**src/rtl/uart_pkt_pkg.sv**
```systemverilog
// Shared definitions for the multi-byte UART packet link (transmitter and receiver).
// Packet layout: HDR0, HDR1, A, B[15:8], B[7:0], C[15:8], C[7:0], D, CHK.
// CHK is the 8-bit wrap-around sum of the six payload bytes.
package uart_pkt_pkg;

    localparam logic [7:0]  HDR0        = 8'hAA;
    localparam logic [7:0]  HDR1        = 8'h55;
    localparam int unsigned PKT_LEN     = 9;
    localparam int unsigned PAYLOAD_LEN = 6;

    // Bit-level serialiser states (IDLE/START/DATA/STOP) plus packet-end DONE.
    typedef enum logic [2:0] {
        StIdle,
        StStart,
        StData,
        StStop,
        StDone
    } uart_state_e;

    // Packet-level sequencer states.
    typedef enum logic [1:0] {
        PktIdle,
        PktSend,
        PktDone
    } pkt_state_e;

    // Payload is packed first byte in the MSBs; carries are discarded.
    function automatic logic [7:0] pkt_checksum(input logic [PAYLOAD_LEN*8-1:0] payload);
        logic [7:0] sum;
        sum = 8'h00;
        for (int unsigned i = 0; i < PAYLOAD_LEN; i++) begin
            sum = sum + payload[i*8 +: 8];
        end
        return sum;
    endfunction

endpackage

```
**src/rtl/uart_byte_tx.sv**
```systemverilog
// Single-byte 8N1 serialiser, LSB first, each bit held BPS_CNT cycles.
// Ports:
//   clk, rst   clock, asynchronous active-high reset
//   start      load data and begin a byte; honoured only while ready=1
//   data       byte to send
//   txd        registered serial output, idle high
//   ready      idle, or in the final cycle of the stop bit (allows gapless bytes)
//   last       final cycle of the stop bit
module uart_byte_tx
    import uart_pkt_pkg::*;
#(
    parameter int unsigned BPS_CNT = 434
) (
    input  logic       clk,
    input  logic       rst,
    input  logic       start,
    input  logic [7:0] data,
    output logic       txd,
    output logic       ready,
    output logic       last
);

    localparam int unsigned      CNT_W   = (BPS_CNT > 1) ? $clog2(BPS_CNT) : 1;
    localparam logic [CNT_W-1:0] CNT_MAX = CNT_W'(BPS_CNT - 1);

    uart_state_e      state;
    logic [CNT_W-1:0] bit_cnt;
    logic [3:0]       bit_idx;   // 0 start, 1..8 data, 9 stop
    logic [7:0]       data_q;
    logic             bit_end;

    assign bit_end = (bit_cnt == CNT_MAX);
    assign last    = (state == StStop) && bit_end;
    assign ready   = (state == StIdle) || last;

    always_ff @(posedge clk or posedge rst) begin
        if (rst) begin
            state   <= StIdle;
            bit_cnt <= '0;
            bit_idx <= 4'd0;
            data_q  <= 8'h00;
            txd     <= 1'b1;
        end else if (start && ready) begin
            data_q  <= data;
            state   <= StStart;
            bit_cnt <= '0;
            bit_idx <= 4'd0;
            txd     <= 1'b0;
        end else begin
            case (state)
                StStart: begin
                    if (bit_end) begin
                        bit_cnt <= '0;
                        bit_idx <= 4'd1;
                        state   <= StData;
                        txd     <= data_q[0];
                    end else begin
                        bit_cnt <= bit_cnt + CNT_W'(1);
                    end
                end
                StData: begin
                    if (bit_end) begin
                        bit_cnt <= '0;
                        if (bit_idx == 4'd8) begin
                            state   <= StStop;
                            bit_idx <= 4'd9;
                            txd     <= 1'b1;
                        end else begin
                            // bit_idx k carries data bit k-1, so data bit k is next
                            bit_idx <= bit_idx + 4'd1;
                            txd     <= data_q[bit_idx[2:0]];
                        end
                    end else begin
                        bit_cnt <= bit_cnt + CNT_W'(1);
                    end
                end
                StStop: begin
                    if (bit_end) begin
                        state   <= StIdle;
                        bit_cnt <= '0;
                        bit_idx <= 4'd0;
                        txd     <= 1'b1;
                    end else begin
                        bit_cnt <= bit_cnt + CNT_W'(1);
                    end
                end
                default: begin
                    state   <= StIdle;
                    bit_cnt <= '0;
                    bit_idx <= 4'd0;
                    txd     <= 1'b1;
                end
            endcase
        end
    end

endmodule

```
**src/rtl/uart_mult_byte_tx.sv**
```systemverilog
// Multi-byte UART packet transmitter: latches four fields on send_req and sends
// AA 55 A B[15:8] B[7:0] C[15:8] C[7:0] D CHK back-to-back as 8N1 frames.
// Ports:
//   sys_clk, sys_rst   clock, asynchronous active-high reset
//   send_req           one-cycle request, ignored while tx_busy=1
//   dataA..dataD       payload fields (B and C sent MSB byte first)
//   uart_txd           serial line, idle high
//   tx_busy            high from acceptance until packet end
//   byte_idx           index of the byte on the line, 0..8
//   send_done          one-cycle pulse at packet end
module uart_mult_byte_tx
    import uart_pkt_pkg::*;
#(
    parameter int unsigned CLK_FREQ = 50_000_000,
    parameter int unsigned UART_BPS = 115200
) (
    input  logic        sys_clk,
    input  logic        sys_rst,
    input  logic        send_req,
    input  logic [7:0]  dataA,
    input  logic [15:0] dataB,
    input  logic [15:0] dataC,
    input  logic [7:0]  dataD,
    output logic        uart_txd,
    output logic        tx_busy,
    output logic [3:0]  byte_idx,
    output logic        send_done
);

    localparam int unsigned BPS_CNT  = CLK_FREQ / UART_BPS;
    localparam logic [3:0]  LAST_IDX = 4'(PKT_LEN - 1);

    pkt_state_e                 state;
    logic [7:0]                 shadow [PKT_LEN];
    logic [PAYLOAD_LEN*8-1:0]   payload;
    logic [3:0]                 next_idx;
    logic                       accept;
    logic                       byte_start;
    logic                       byte_ready;
    logic                       byte_last;
    logic [7:0]                 byte_data;

    assign payload  = {dataA, dataB, dataC, dataD};
    assign next_idx = byte_idx + 4'd1;
    // DONE counts as not busy, so a request there starts the next packet.
    assign accept   = send_req && (state != PktSend) && byte_ready;

    // Byte 0 is always the header constant, so the serialiser can load it on the
    // acceptance edge itself, before the shadow buffer holds anything.
    always_comb begin
        byte_start = accept;
        byte_data  = HDR0;
        if (!accept && (state == PktSend) && byte_last && (byte_idx != LAST_IDX)) begin
            byte_start = 1'b1;
            byte_data  = shadow[next_idx];
        end
    end

    always_ff @(posedge sys_clk or posedge sys_rst) begin
        if (sys_rst) begin
            state     <= PktIdle;
            tx_busy   <= 1'b0;
            byte_idx  <= 4'd0;
            send_done <= 1'b0;
            for (int unsigned i = 0; i < PKT_LEN; i++) begin
                shadow[i] <= 8'h00;
            end
        end else begin
            send_done <= 1'b0;
            case (state)
                PktIdle, PktDone: begin
                    state    <= PktIdle;
                    tx_busy  <= 1'b0;
                    byte_idx <= 4'd0;
                    if (accept) begin
                        state     <= PktSend;
                        tx_busy   <= 1'b1;
                        shadow[0] <= HDR0;
                        shadow[1] <= HDR1;
                        shadow[2] <= dataA;
                        shadow[3] <= dataB[15:8];
                        shadow[4] <= dataB[7:0];
                        shadow[5] <= dataC[15:8];
                        shadow[6] <= dataC[7:0];
                        shadow[7] <= dataD;
                        shadow[8] <= pkt_checksum(payload);
                    end
                end
                PktSend: begin
                    if (byte_last) begin
                        if (byte_idx == LAST_IDX) begin
                            state     <= PktDone;
                            send_done <= 1'b1;
                            tx_busy   <= 1'b0;
                            byte_idx  <= 4'd0;
                        end else begin
                            byte_idx <= next_idx;
                        end
                    end
                end
                default: begin
                    state    <= PktIdle;
                    tx_busy  <= 1'b0;
                    byte_idx <= 4'd0;
                end
            endcase
        end
    end

    uart_byte_tx #(
        .BPS_CNT (BPS_CNT)
    ) u_byte_tx (
        .clk   (sys_clk),
        .rst   (sys_rst),
        .start (byte_start),
        .data  (byte_data),
        .txd   (uart_txd),
        .ready (byte_ready),
        .last  (byte_last)
    );

endmodule

```
**config.mk**
```make
export PLATFORM = sky130hd
export DESIGN_NAME = uart_mult_byte_tx
export DESIGN_NICKNAME = d
export VERILOG_FILES = /design/src/rtl/uart_pkt_pkg.sv /design/src/rtl/uart_byte_tx.sv /design/src/rtl/uart_mult_byte_tx.sv
export SDC_FILE = /design/constraint.sdc
export NUM_CORES = 1
export LEC_CHECK = 0
export BUFFER_PORTS_ARGS = -buffer_cell sky130_fd_sc_hd__clkbuf_2
export CORE_UTILIZATION = 40
export CTS_CLUSTER_DIAMETER = 100
export DETAILED_ROUTE_END_ITERATION = 8
export PLACE_DENSITY = 0.63
export SYNTH_ARGS = -nofsm -noshare
export SYNTH_HDL_FRONTEND = slang
export SYNTH_SLANG_ARGS = --single-unit
```
**constraint.sdc**
```tcl
create_clock -name sys_clk -period 4.26 [get_ports sys_clk]
set_clock_uncertainty 0.05 [all_clocks]
set_input_delay 1.065 -clock sys_clk [delete_from_list [all_inputs] [get_ports sys_clk]]
set_output_delay 1.065 -clock sys_clk [all_outputs]
set_load 0.01 [all_outputs]
```
Word-level counts from Yosys, hierarchy flattened

Cells that the tools add are included.

Bits in registers: 90
Bits in latches: 0
RAM bits: 0
Bits in read-only memories: 0
Bits of input ports: 51
Output and inout bits: 7
Word-level logic and storage cells: 103
Memories: 0

Add/subtract/negate cells: 8
$mul: 0
Div/mod/pow operators: 0
$lt $le $gt $ge: 2
Equality and inequality tests: 16
Shifts and indexed selects: 0
Muxes and demuxes: 42
Bitwise gates (word level): 1
Reduce and logical (&&, ||, !) cells: 17

Operators by type and width:

| kind                | number |
|---|---|
| $add 8x8->8         | 5 |
| $bmux 8 s4          | 1 |
| $mux 4              | 8 |
| $mux 9              | 3 |
| $mux 8              | 3 |
| $mux 3              | 5 |
| $mux 1              | 14 |
| $pmux 4 s3          | 1 |
| $add 9x1->9 const B | 1 |
| $eq 9x9->1 const B  | 1 |
| $ne 3x1->1 const B  | 3 |
| $pmux 3 s3          | 1 |
| $add 4x1->4 const B | 2 |
| $eq 4x4->1 const B  | 2 |
| $logic_and 1x1->1   | 7 |
| $eq 3x2->1 const B  | 2 |
| $ge 5x5->1 const B  | 1 |
| $not 4->5           | 1 |
| $lt 3x4->1 const B  | 1 |
| $mux 2              | 2 |
| $ne 2x1->1 const B  | 2 |
| $ne 4x4->1 const B  | 1 |
| $pmux 2 s2          | 1 |
| $reduce_and 2->1    | 2 |
| 16 further kinds    | 16 |

Longest topological paths before layout

Gate-level depths: netlist of run 1.

Word-level depth: 12
Mapped depth: 15
Depth with buffers taken out: 15

Cells and area by module

Synthesis of run 1 repeated with hierarchy kept, for this count alone.

Cells, all modules: 525
Area, all modules: 5,332.6 um^2

By module, submodules not included:

| module            | instances | cells an instance | area an instance (um^2) | seq. area each (um^2) |
|---|---|---|---|---|
| uart_mult_byte_tx | 1         | 387               | 3,980.1                 | 1,626.6 |
| uart_byte_tx      | 1         | 138               | 1,352.5                 | 601.8 |

Worst setup path after synthesis of run 1

No wires, ideal clock.

Kind: input port to flip-flop
Start: input dataA[3]
End: register shadow[7] (netlist name)
Setup time: 0.125 ns
Data arrival time: 3.986 ns
Required time: 4.085 ns
Slack: 0.099 ns
Cell stages on the path: 13
Path buffers: 0
Cells stage by stage: inv_1 > fa_1 > inv_1 > fa_1 > inv_1 > fa_1 > inv_1 > ha_1 > a21o_1 > a21oi_1 > o21ai_0 > xnor2_1 > mux2_2

Cells in the longest elaborated chain, start to end: 1

Ends and longest elaborated chain:

| item            | RTL line                | source |
|---|---|---|
| start, declared | uart_mult_byte_tx.sv:20 | `input logic [7:0] dataA,` |
| $add 8x8->8     | uart_pkt_pkg.sv:32      | `sum = sum + payload[i*8 +: 8];` |
| end, declared   | uart_mult_byte_tx.sv:34 | `logic [7:0] shadow [PKT_LEN];` |

Every way passes these cells.
A chain may end at the register's enable or synchronous reset.

Worst setup path in the final report of run 1

Same ends and word-level chain as after synthesis.

==> reports/results.md, run 1 <==
Timing
• **count of pins over their slew limit** 0
• **slew at the pin closest to its max-slew limit** 0.9311 ns
• **FMAX** 0.2513 GHz
• **clock period minus final worst setup slack** 3.979 ns
• **unrepaired setup endpoints after global routing** no
• **final-layout worst hold slack** 0.4229 ns
• **share of the cycle needed by the critical path after routing** 93.39%
• **Finish-stage setup viols** 0
• **max-slew headroom at the worst pin** 37.93%
• **count of endpoints failing hold in the final timing report** 0

Global route
• **residual overflow from global routing** 0
• **largest net degree at the start of global routing** 47
• **number of global-route vias before repair** 4134
• **number of antenna violations at the first check in global routing** 0
• **wire length of the first global-routing pass** 19900 µm
• **global-route usage over all layers** 19.20%

Clock tree
• **CTS Root Buffer Type** clkbuf_16
• **number of H-tree levels** 3
• **clock-pin slew reported for the worst setup and hold paths after clock tree synthesis** 0.06 ns
• **count of hold buffers inserted by post-cts repair** 0
• **CTS resizes** 0
• **TritonCTS Buffers** 9
• **maximum clock insertion buffer count** 2
• **CTS tree** yes
• **clk_lat worst skew** 0.34 ns
• **number of sinks handled by clock tree synthesis** 89
• **buffers inserted during post-CTS setup optimization** 0

Worst hold path
• **worst min-delay path endpoint** shadow[55]
• **HP Class** reg2reg
• **WHS Path Cells** 2
• **startpoint of the most critical hold path** shadow[55]

Route
• **violation count after the first detailed-route iteration** 149
• **ratio of routed vias to standard cells** 5.010
• **first-pass iteration count of the detailed router** 4
• **DRT antenna net count** 0
• **DRC viols** 0
• **Vias** 3988
• **per-cell routed wire length** 14.43 µm
• **overall routed net length** 11490 µm

Die
• **IO Count** 58
• **area of the core** 12770 µm²
• **standard-cell row count** 41
• **die footprint** 13710 µm²
• **vertical extent of the die** 117.1 µm
• **horizontal die dimension** 117.1 µm
• **effective utilization at floorplan** 41.48%

Pwr
• **Power, Total** 2.182 mW
• **Worst VDD drop** 0.2073 mV
• **ratio of total power to cell area** 361.0 nW/µm²
• **Pleak** 3.005 nW

Layout
• **fraction of final layout cells with drive strength greater than 1** 15.71%
• **number of fill cells in the layout** 1234
• **layout-stage area growth over the synthesis result** 14.10%
• **number of diodes** 0
• **final cell area excluding filler cells** 6046 µm²
• **number of nets in the layout** 716

Setup path
• **reg-to-reg critical path endpoint** u_byte_tx.data_q[3]
• **Critical Path End Type** register
• **Setup crit start kind** primary input
• **r2r worst-path depth** 7
• **largest fanout on the critical path** 2
• **Worst Path Required** 4.44 ns
• **reg-to-reg setup timing slack** 1.66 ns
• **Crit Reg-Reg Startpoint** byte_idx[1]
• **CP arrival** 4.16 ns
• **Critical Setup Path Class** in2reg

Synth
• **share of synthesized registers carrying an async set or reset** 100.0%
• **Synth Net Count** 661
• **post-synthesis instance total** 564
• **sequential-to-total area share from yosys stat** 42.05%
• **synthesis warning total** 0
• **summed instance area of the synthesized netlist** 5299 µm²
• **Post-Syn Area per Cell** 9.395 µm²
• **main area contributors after synthesis** dfrtp_1, fa_1, nand2_1
• **Most used DFF post-synth** dfrtp_1
• **cell type with the largest total area after synthesis** dfrtp_1
• **number of flops mapped to enable cells by yosys** 0
• **Synth cell types** 47
• **top cell type's share of synthesized area** 41.56%
• **most instantiated library cell after synthesis** nand2_1
• **synthesis-stage register bit count** 89
• **leading cell types by count after synthesis** nand2_1, dfrtp_1, inv_1, o21ai_0, nor2_1

Placed design
• **routability congestion estimate** 0.7984
• **area of placed instances** 5774 µm²
• **number of port buffers** 57
• **placed wire-length estimate after detailed placement** 8554 µm

Outcome
• **outcome** completed

Run
• **maximum capacitance violations** 0

sequential cells by signal, summed over array words and instances (netlist names):
signal / flops
u_byte_tx.txd: 1
shadow: 57
u_byte_tx.state: 2
state: 2
byte_idx: 4
tx_busy: 1
send_done: 1
u_byte_tx.bit_idx: 4
u_byte_tx.data_q: 8
u_byte_tx.bit_cnt: 9
critical path: stages:
cell and delay, ns:
clkbuf_2 0.08, inv_1 0.05, fa_1 0.53, inv_1 0.05, fa_1 0.54, inv_1 0.06
fa_1 0.55, inv_1 0.06, ha_1 0.29, a21o_1 0.15, a21oi_1 0.20, o21ai_0 0.14
xnor2_1 0.13, mux2_2 0.26
per-layer routing:
metal / track usage (%) / routed length [µm] / up-vias
met1: 24.74 / 5338 / 1973
met5: 0 / 0 / -
met4: 7.004 / 161 / 0
li1: - / - / 1926
met2: 32.58 / 5580 / 76
met3: 3.399 / 405 / 13
cell type report:
type	count	area, µm²	share of cell area [%]
Inverter	75	282.8	4.677
Sequential cell	89	2228	36.86
Timing Repair Buffer	67	360.3	5.960
Tap cell	172	215.2	3.560
Clock buffer	16	271.5	4.491
Multi-Input combinational cell	377	2688	44.45
cell families (layout without fill, tap and decap cells):
group	after synthesis	count (layout)	synth area share, %
AO/OA/AOI/OAI	95	95	11.03
XOR/XNOR	22	22	3.896
adder cells (fa/ha/maj)	46	46	14.69
buffers and inverters	98	158	7.249
flip-flops	89	89	42.05
multiplexers	12	12	4.652
AND/OR/NAND/NOR	202	202	16.43
cells in the final DEF, fill, tap and decap left out, types with 6 or more instances in the layout:
cell type  instances
ha_1              19
xnor2_1           15
a22oi_1            8
buf_4             10
dfrtp_1           88
mux4_2            10
inv_1             74
a21o_1             6
nor2_1            31
o21ai_1            6
clkbuf_16          9
xor2_1             6
a21oi_1           16
clkbuf_2          57
nand2_1          139
a31oi_1            6
fa_1              27
o21ai_0           36
nand3_1           11
worst max path at each step:
| stage | from | end | slack (ns) | cells after the start |
|---|---|---|---|---|
| after floorplan | dataA[3] | shadow[7] | 0.1 | 13 |
| after global placement | dataA[3] | shadow[7] | -0.02 | 14 |
| after detailed placement | dataA[3] | shadow[7] | -0.06 | 14 |
| after CTS | dataA[3] | shadow[7] | 0.29 | 14 |
| after global routing | dataA[2] | shadow[6] | 0.09 | 16 |
| final | dataA[3] | shadow[7] | 0.28 | 14 |
power by group:
group          internal (mW)  switching [mW]
clock                  0.429           0.312
sequential             0.897          0.0273
combinational          0.245           0.272
total                   1.57           0.612
through the flow:
stage                     instances  setup WS, ns  TNS (ns)  util (%)
after CTS                       796        0.2939         0     47.33
final                           796        0.2815         0     47.33
after global routing            796       0.08766         0     47.33
after global placement          780      -0.02064  -0.02064     45.21
after detailed placement        780      -0.06252  -0.09599     45.21
after floorplan                 564       0.09912         0         -
(Power assumes the default switching activity.)
==> run 2: changes to the inputs <==
CELL_PAD_IN_SITES_DETAIL_PLACEMENT = 1   (was not set)
CELL_PAD_IN_SITES_GLOBAL_PLACEMENT = 2   (was not set)
CORE_UTILIZATION = 37   (was 40)
PLACE_DENSITY = 0.85   (was 0.63)
==> run 2 against run 1 <==
  * Total power up 4.7%
  * Register-to-register slack improved by 0.09 ns
  * Combinational power rose by 4.1%
  * Final area is 0.72% higher
  * Sequential cell count stayed put
  * Global-route usage up 0.85 points
  * Routed wire length is 16% higher
  * Largest power group unchanged
  * Fmax is 0.73% higher
  * Worst setup slack improved by 0.029 ns
  * Worst hold slack about the same
  * Die area increased by 8.0%
==> reports/results.md, run 2 (synthesis results as in run 1) <==
Outcome
• **outcome** completed

Route
• **ratio of routed vias to standard cells** 4.980
• **DRT antenna net count** 0
• **DRC viols** 0
• **Vias** 4004
• **violation count after the first detailed-route iteration** 137
• **overall routed net length** 13300 µm
• **per-cell routed wire length** 16.55 µm
• **first-pass iteration count of the detailed router** 4

Timing
• **count of endpoints failing hold in the final timing report** 0
• **FMAX** 0.2532 GHz
• **share of the cycle needed by the critical path after routing** 92.72%
• **unrepaired setup endpoints after global routing** no
• **count of pins over their slew limit** 0
• **max-slew headroom at the worst pin** 32.63%
• **slew at the pin closest to its max-slew limit** 1.011 ns
• **Finish-stage setup viols** 0
• **final worst setup slack** 0.3101 ns
• **final-layout worst hold slack** 0.4233 ns
• **clock period minus final worst setup slack** 3.950 ns

Global route
• **wire length of the first global-routing pass** 22440 µm
• **largest net degree at the start of global routing** 57
• **residual overflow from global routing** 0
• **number of global-route vias before repair** 4458
• **global-route usage over all layers** 20.06%
• **number of antenna violations at the first check in global routing** 0

Layout
• **highest-count cells in the layout ignoring fill and taps** nand2_1, dfrtp_1, inv_1
• **final cell area excluding filler cells** 6090 µm²
• **number of fill cells in the layout** 1638
• **number of flip-flops in the largest register** 57
• **layout-stage area growth over the synthesis result** 14.92%
• **fraction of final layout cells with drive strength greater than 1** 16.19%
• **area occupied by registers** 2228 µm²
• **most common library cell in the layout ignoring fill and taps** nand2_1
• **register containing the most flip-flops in the final layout** shadow
• **area used by multi-input combinational logic** 2688 µm²
• **core occupancy in the finished layout** 43.70%
• **registers with the most flip-flops** shadow x57, u_byte_tx.bit_cnt x9, u_byte_tx.data_q x8
• **number of nets in the layout** 717
• **number of diodes** 0

Clock tree
• **maximum clock insertion buffer count** 2
• **number of sinks handled by clock tree synthesis** 89
• **CTS Root Buffer Type** clkbuf_16
• **CTS tree** yes
• **count of hold buffers inserted by post-cts repair** 0
• **TritonCTS Buffers** 9
• **clock-pin slew reported for the worst setup and hold paths after clock tree synthesis** 0.07 ns
• **number of H-tree levels** 3
• **CTS resizes** 0
• **buffers inserted during post-CTS setup optimization** 0
• **clk_lat worst skew** 0.35 ns

Placed design
• **placed wire-length estimate after detailed placement** 9696 µm
• **worst setup slack before clock tree synthesis** -0.07691 ns
• **area of placed instances** 5792 µm²
• **routability congestion estimate** 0.7858
• **number of port buffers** 57

Pwr
• **Pleak** 3.020 nW
• **ratio of total power to cell area** 375.2 nW/µm²
• **Worst VDD drop** 0.2193 mV

Die
• **standard-cell row count** 43
• **effective utilization at floorplan** 38.03%
• **IO Count** 58
• **die footprint** 14800 µm²
• **horizontal die dimension** 121.7 µm
• **area of the core** 13930 µm²
• **vertical extent of the die** 121.7 µm

Worst hold path
• **HP Class** reg2reg
• **WHS Path Cells** 2
• **startpoint of the most critical hold path** shadow[13]
• **worst min-delay path endpoint** shadow[13]

Setup path
• **Worst Path Required** 4.45 ns
• **CP arrival** 4.14 ns
• **Critical Setup Path Class** in2reg
• **Setup crit start kind** primary input
• **r2r worst-path depth** 8
• **Crit Reg-Reg Startpoint** byte_idx[1]
• **reg-to-reg setup timing slack** 1.75 ns
• **largest fanout on the critical path** 2
• **reg-to-reg critical path endpoint** u_byte_tx.data_q[4]
• **Critical Path End Type** register

Run
• **maximum capacitance violations** 0

-- run 2: cell count changes in the layout (fill, tap and decap cells not counted), sizes merged --
| cell | previous run | this run |
|---|---|---|
| clkinvlp | 0 | 1 |
| buf | 10 | 11 |
| bufinv | 0 | 1 |
| clkbuf | 73 | 70 |
-- run 2: critical path, stage by stage --
cell	delay, ns
clkbuf_2	0.08
inv_1	0.05
fa_1	0.54
inv_1	0.06
fa_1	0.52
inv_1	0.06
fa_1	0.55
inv_1	0.05
ha_1	0.29
a21o_1	0.15
a21oi_1	0.19
o21ai_0	0.14
xnor2_1	0.13
mux2_2	0.26
-- run 2: area by class of cell --
type,instances,area share [%]
clock buffer,13,4.274
clock inverter,2,0.6164
inverter,75,4.644
multi-input combinational,377,44.13
sequential,89,36.59
tap,180,3.698
timing repair buffer,68,6.041
-- run 2: worst max path at each step --
stage / startpoint / to / slack, ns
detailed placement: dataA[3] / shadow[7] / -0.08
global placement: dataA[3] / shadow[7] / -0.02
finish: dataA[3] / shadow[7] / 0.31
global route: dataA[2] / shadow[6] / 0.07
floorplan: dataA[3] / shadow[7] / 0.1
CTS: dataA[3] / shadow[7] / 0.29
-- run 2: per-stage QoR --
| stage | total power [mW] | instances | TNS [ns] |
|---|---|---|---|
| after detailed placement | 1.484 | 789 | -0.1322 |
| after CTS | 2.318 | 804 | 0 |
| after global placement | 1.463 | 789 | -0.01692 |
| final | 2.285 | 804 | 0 |
| after floorplan | 1.304 | 564 | 0 |
| after global routing | 2.431 | 804 | 0 |
-- run 2: layer usage --
metal	GRT usage [%]	part of all wire, %	up-vias
li1	-	-	1922
met1	24.79	44	2008
met2	34.73	51	57
met3	3.933	3.0	17
met4	7.176	1.9	0
met5	0	0	-
-- run 2: power breakdown --
| group | leakage (nW) | total (mW) | switching [mW] | internal, mW |
|---|---|---|---|---|
| clock | 0.142 | 0.820 | 0.336 | 0.485 |
| sequential | 1.12 | 0.926 | 0.0293 | 0.897 |
| combinational | 1.75 | 0.538 | 0.285 | 0.253 |
==> run 3: changes to the inputs <==
RECOVER_POWER = 100   (was not set)
==> run 3 against run 2 <==
  * The run now ends with capacitance limit, slew limit left
  * Clock power barely moved
  * Global-route usage did not move
  * Register-to-register slack got worse by 1.3 ns
  * Non-clock buffer count did not move
  * Critical endpoint unchanged
  * Sequential power barely moved
  * First-iteration DRC count rose by 11%
  * Die area did not move
  * Total power fell by 0.11%
  * Largest power group unchanged
  * Sequential cell count did not move
==> reports/results.md, run 3 (synthesis results as in run 1) <==
Timing
• **share of the cycle needed by the critical path after routing** 92.68%
• **count of pins over their slew limit** 71
• **final-layout worst hold slack** 0.4233 ns
• **Finish-stage setup viols** 0
• **max-slew headroom at the worst pin** -39.89%
• **FMAX** 0.2533 GHz
• **final worst setup slack** 0.3118 ns
• **clock period minus final worst setup slack** 3.948 ns
• **count of endpoints failing hold in the final timing report** 0
• **unrepaired setup endpoints after global routing** no
• **slew at the pin closest to its max-slew limit** 2.087 ns
• **accumulated negative setup slack** 0 ns

Worst hold path
• **HP Class** reg2reg
• **WHS Path Cells** 2

Pwr
• **ratio of total power to cell area** 378.9 nW/µm²
• **Worst VDD drop** 0.2193 mV
• **Power, Total** 2.282 mW
• **Pleak** 2.962 nW

Setup path
• **max incr delay on CP** 0.55 ns
• **r2r worst-path depth** 7
• **Setup crit start kind** primary input
• **CP Buf/Inv Count** 5
• **Critical Setup Path Class** in2reg
• **Worst Path Required** 4.45 ns
• **largest fanout on the critical path** 2
• **CP arrival** 4.14 ns
• **Worst path slowest cell** fa_1
• **Most Frequent Cell on Critical Path** inv_1
• **top cell family by delay on the critical path** adder cells
• **Critical Path End Type** register
• **critical path depth** 14
• **ordered cell list for the critical path** clkbuf_2 > inv_1 > fa_1 > inv_1 > fa_1 > inv_1 > fa_1 > inv_1 > ha_1 > a21o_1 > a21oi_1 > o21ai_0 > xnor2_1 > mux2_2

Layout
• **registers with the most flip-flops** shadow x57, u_byte_tx.bit_cnt x9, u_byte_tx.data_q x8
• **register containing the most flip-flops in the final layout** shadow
• **core occupancy in the finished layout** 43.23%
• **final cell area excluding filler cells** 6023 µm²
• **number of diodes** 0
• **number of nets in the layout** 717
• **highest-count cells in the layout ignoring fill and taps** nand2_1, dfrtp_1, inv_1
• **number of fill cells in the layout** 1643
• **Final Non-Filler Cells** 804
• **number of flip-flops in the largest register** 57
• **layout-stage area growth over the synthesis result** 13.67%
• **most common library cell in the layout ignoring fill and taps** nand2_1
• **fraction of final layout cells with drive strength greater than 1** 13.62%

Clock tree
• **CTS Root Buffer Type** clkbuf_16
• **CTS resizes** 0
• **number of H-tree levels** 3
• **clk_lat worst skew** 0.35 ns
• **maximum clock insertion buffer count** 2
• **CTS tree** yes
• **clock-pin slew reported for the worst setup and hold paths after clock tree synthesis** 0.07 ns
• **TritonCTS Buffers** 9
• **buffers inserted during post-CTS setup optimization** 0
• **count of hold buffers inserted by post-cts repair** 0
• **number of sinks handled by clock tree synthesis** 89

Route
• **DRT antenna net count** 0
• **violation count after the first detailed-route iteration** 152
• **ratio of routed vias to standard cells** 4.978
• **wire length on met2** 6791 µm
• **overall routed net length** 13330 µm
• **met1 wire length** 5860 µm
• **DRC viols** 0
• **top layer used by detailed routing** met4
• **per-cell routed wire length** 16.57 µm
• **Vias** 4002
• **first-pass iteration count of the detailed router** 4
• **Met3 Wirelength** 380 µm

Run
• **maximum capacitance violations** 2

Placed design
• **routability congestion estimate** 0.7858
• **area of placed instances** 5792 µm²
• **placed wire-length estimate after detailed placement** 9696 µm
• **number of placed cells counting well taps** 789
• **number of port buffers** 57
• **worst setup slack before clock tree synthesis** -0.07691 ns

Die
• **vertical extent of the die** 121.7 µm
• **effective utilization at floorplan** 38.03%
• **IO Count** 58
• **horizontal die dimension** 121.7 µm
• **area of the core** 13930 µm²
• **standard-cell row count** 43
• **die footprint** 14800 µm²

Global route
• **number of global-route vias before repair** 4458
• **largest net degree at the start of global routing** 57
• **number of antenna violations at the first check in global routing** 0
• **global-route usage over all layers** 20.06%
• **wire length of the first global-routing pass** 22440 µm
• **residual overflow from global routing** 0

Outcome
• **outcome** complete, but fails checks
• **failing checks** capacitance limit, slew limit

## run 3: cell count changes in the layout (fill, tap and decap cells not counted), sizes merged
cell	previous run	this run
buf	11	2
clkbuf	70	79
clkinv	1	0
clkinvlp	1	2
## run 3: layout make-up
type / instances / area [µm²] / share of cell area (%)
Clock buffer: 13 / 260.3 / 4.321
Clock inverter: 2 / 37.54 / 0.6232
Inverter: 75 / 282.8 / 4.695
Multi-Input combinational cell: 377 / 2655 / 44.08
Sequential cell: 89 / 2228 / 37.00
Tap cell: 180 / 225.2 / 3.739
Timing Repair Buffer: 68 / 334.1 / 5.546
## run 3: final timing paths
path | end | slack, ns | startpoint
setup / recovery | shadow[7] | 0.31 | dataA[3]
hold / removal | shadow[13] | 0.42 | shadow[13]
setup reg to reg | u_byte_tx.data_q[4] | 0.45 | byte_idx[0]
hold reg to reg | shadow[13] | 0.42 | shadow[13]
max in group asynchronous | shadow[24] | 0.90 | sys_rst
min in group asynchronous | byte_idx[2] | 1.19 | sys_rst
## run 3: worst reg2reg max path: stages, from the launching register on
cell and delay, ns:
dfrtp_1 0.35, clkbuf_1 1.23, ha_1 0.41, xnor2_1 0.14
clkbuf_2 0.40, nor4b_2 0.72, a22oi_1 0.23, o21ai_0 0.19
## run 3: routing by layer
| metal | vias to the layer above | global-route usage [%] |
|---|---|---|
| met5 | - | 0 |
| met2 | 56 | 34.73 |
| li1 | 1920 | - |
| met3 | 19 | 3.933 |
| met1 | 2007 | 24.79 |
| met4 | 0 | 7.176 |
## run 3: power breakdown
group | total [mW] | internal, mW | switching (mW)
sequential | 0.926 | 0.897 | 0.0296
combinational | 0.534 | 0.250 | 0.284
clock | 0.822 | 0.484 | 0.337
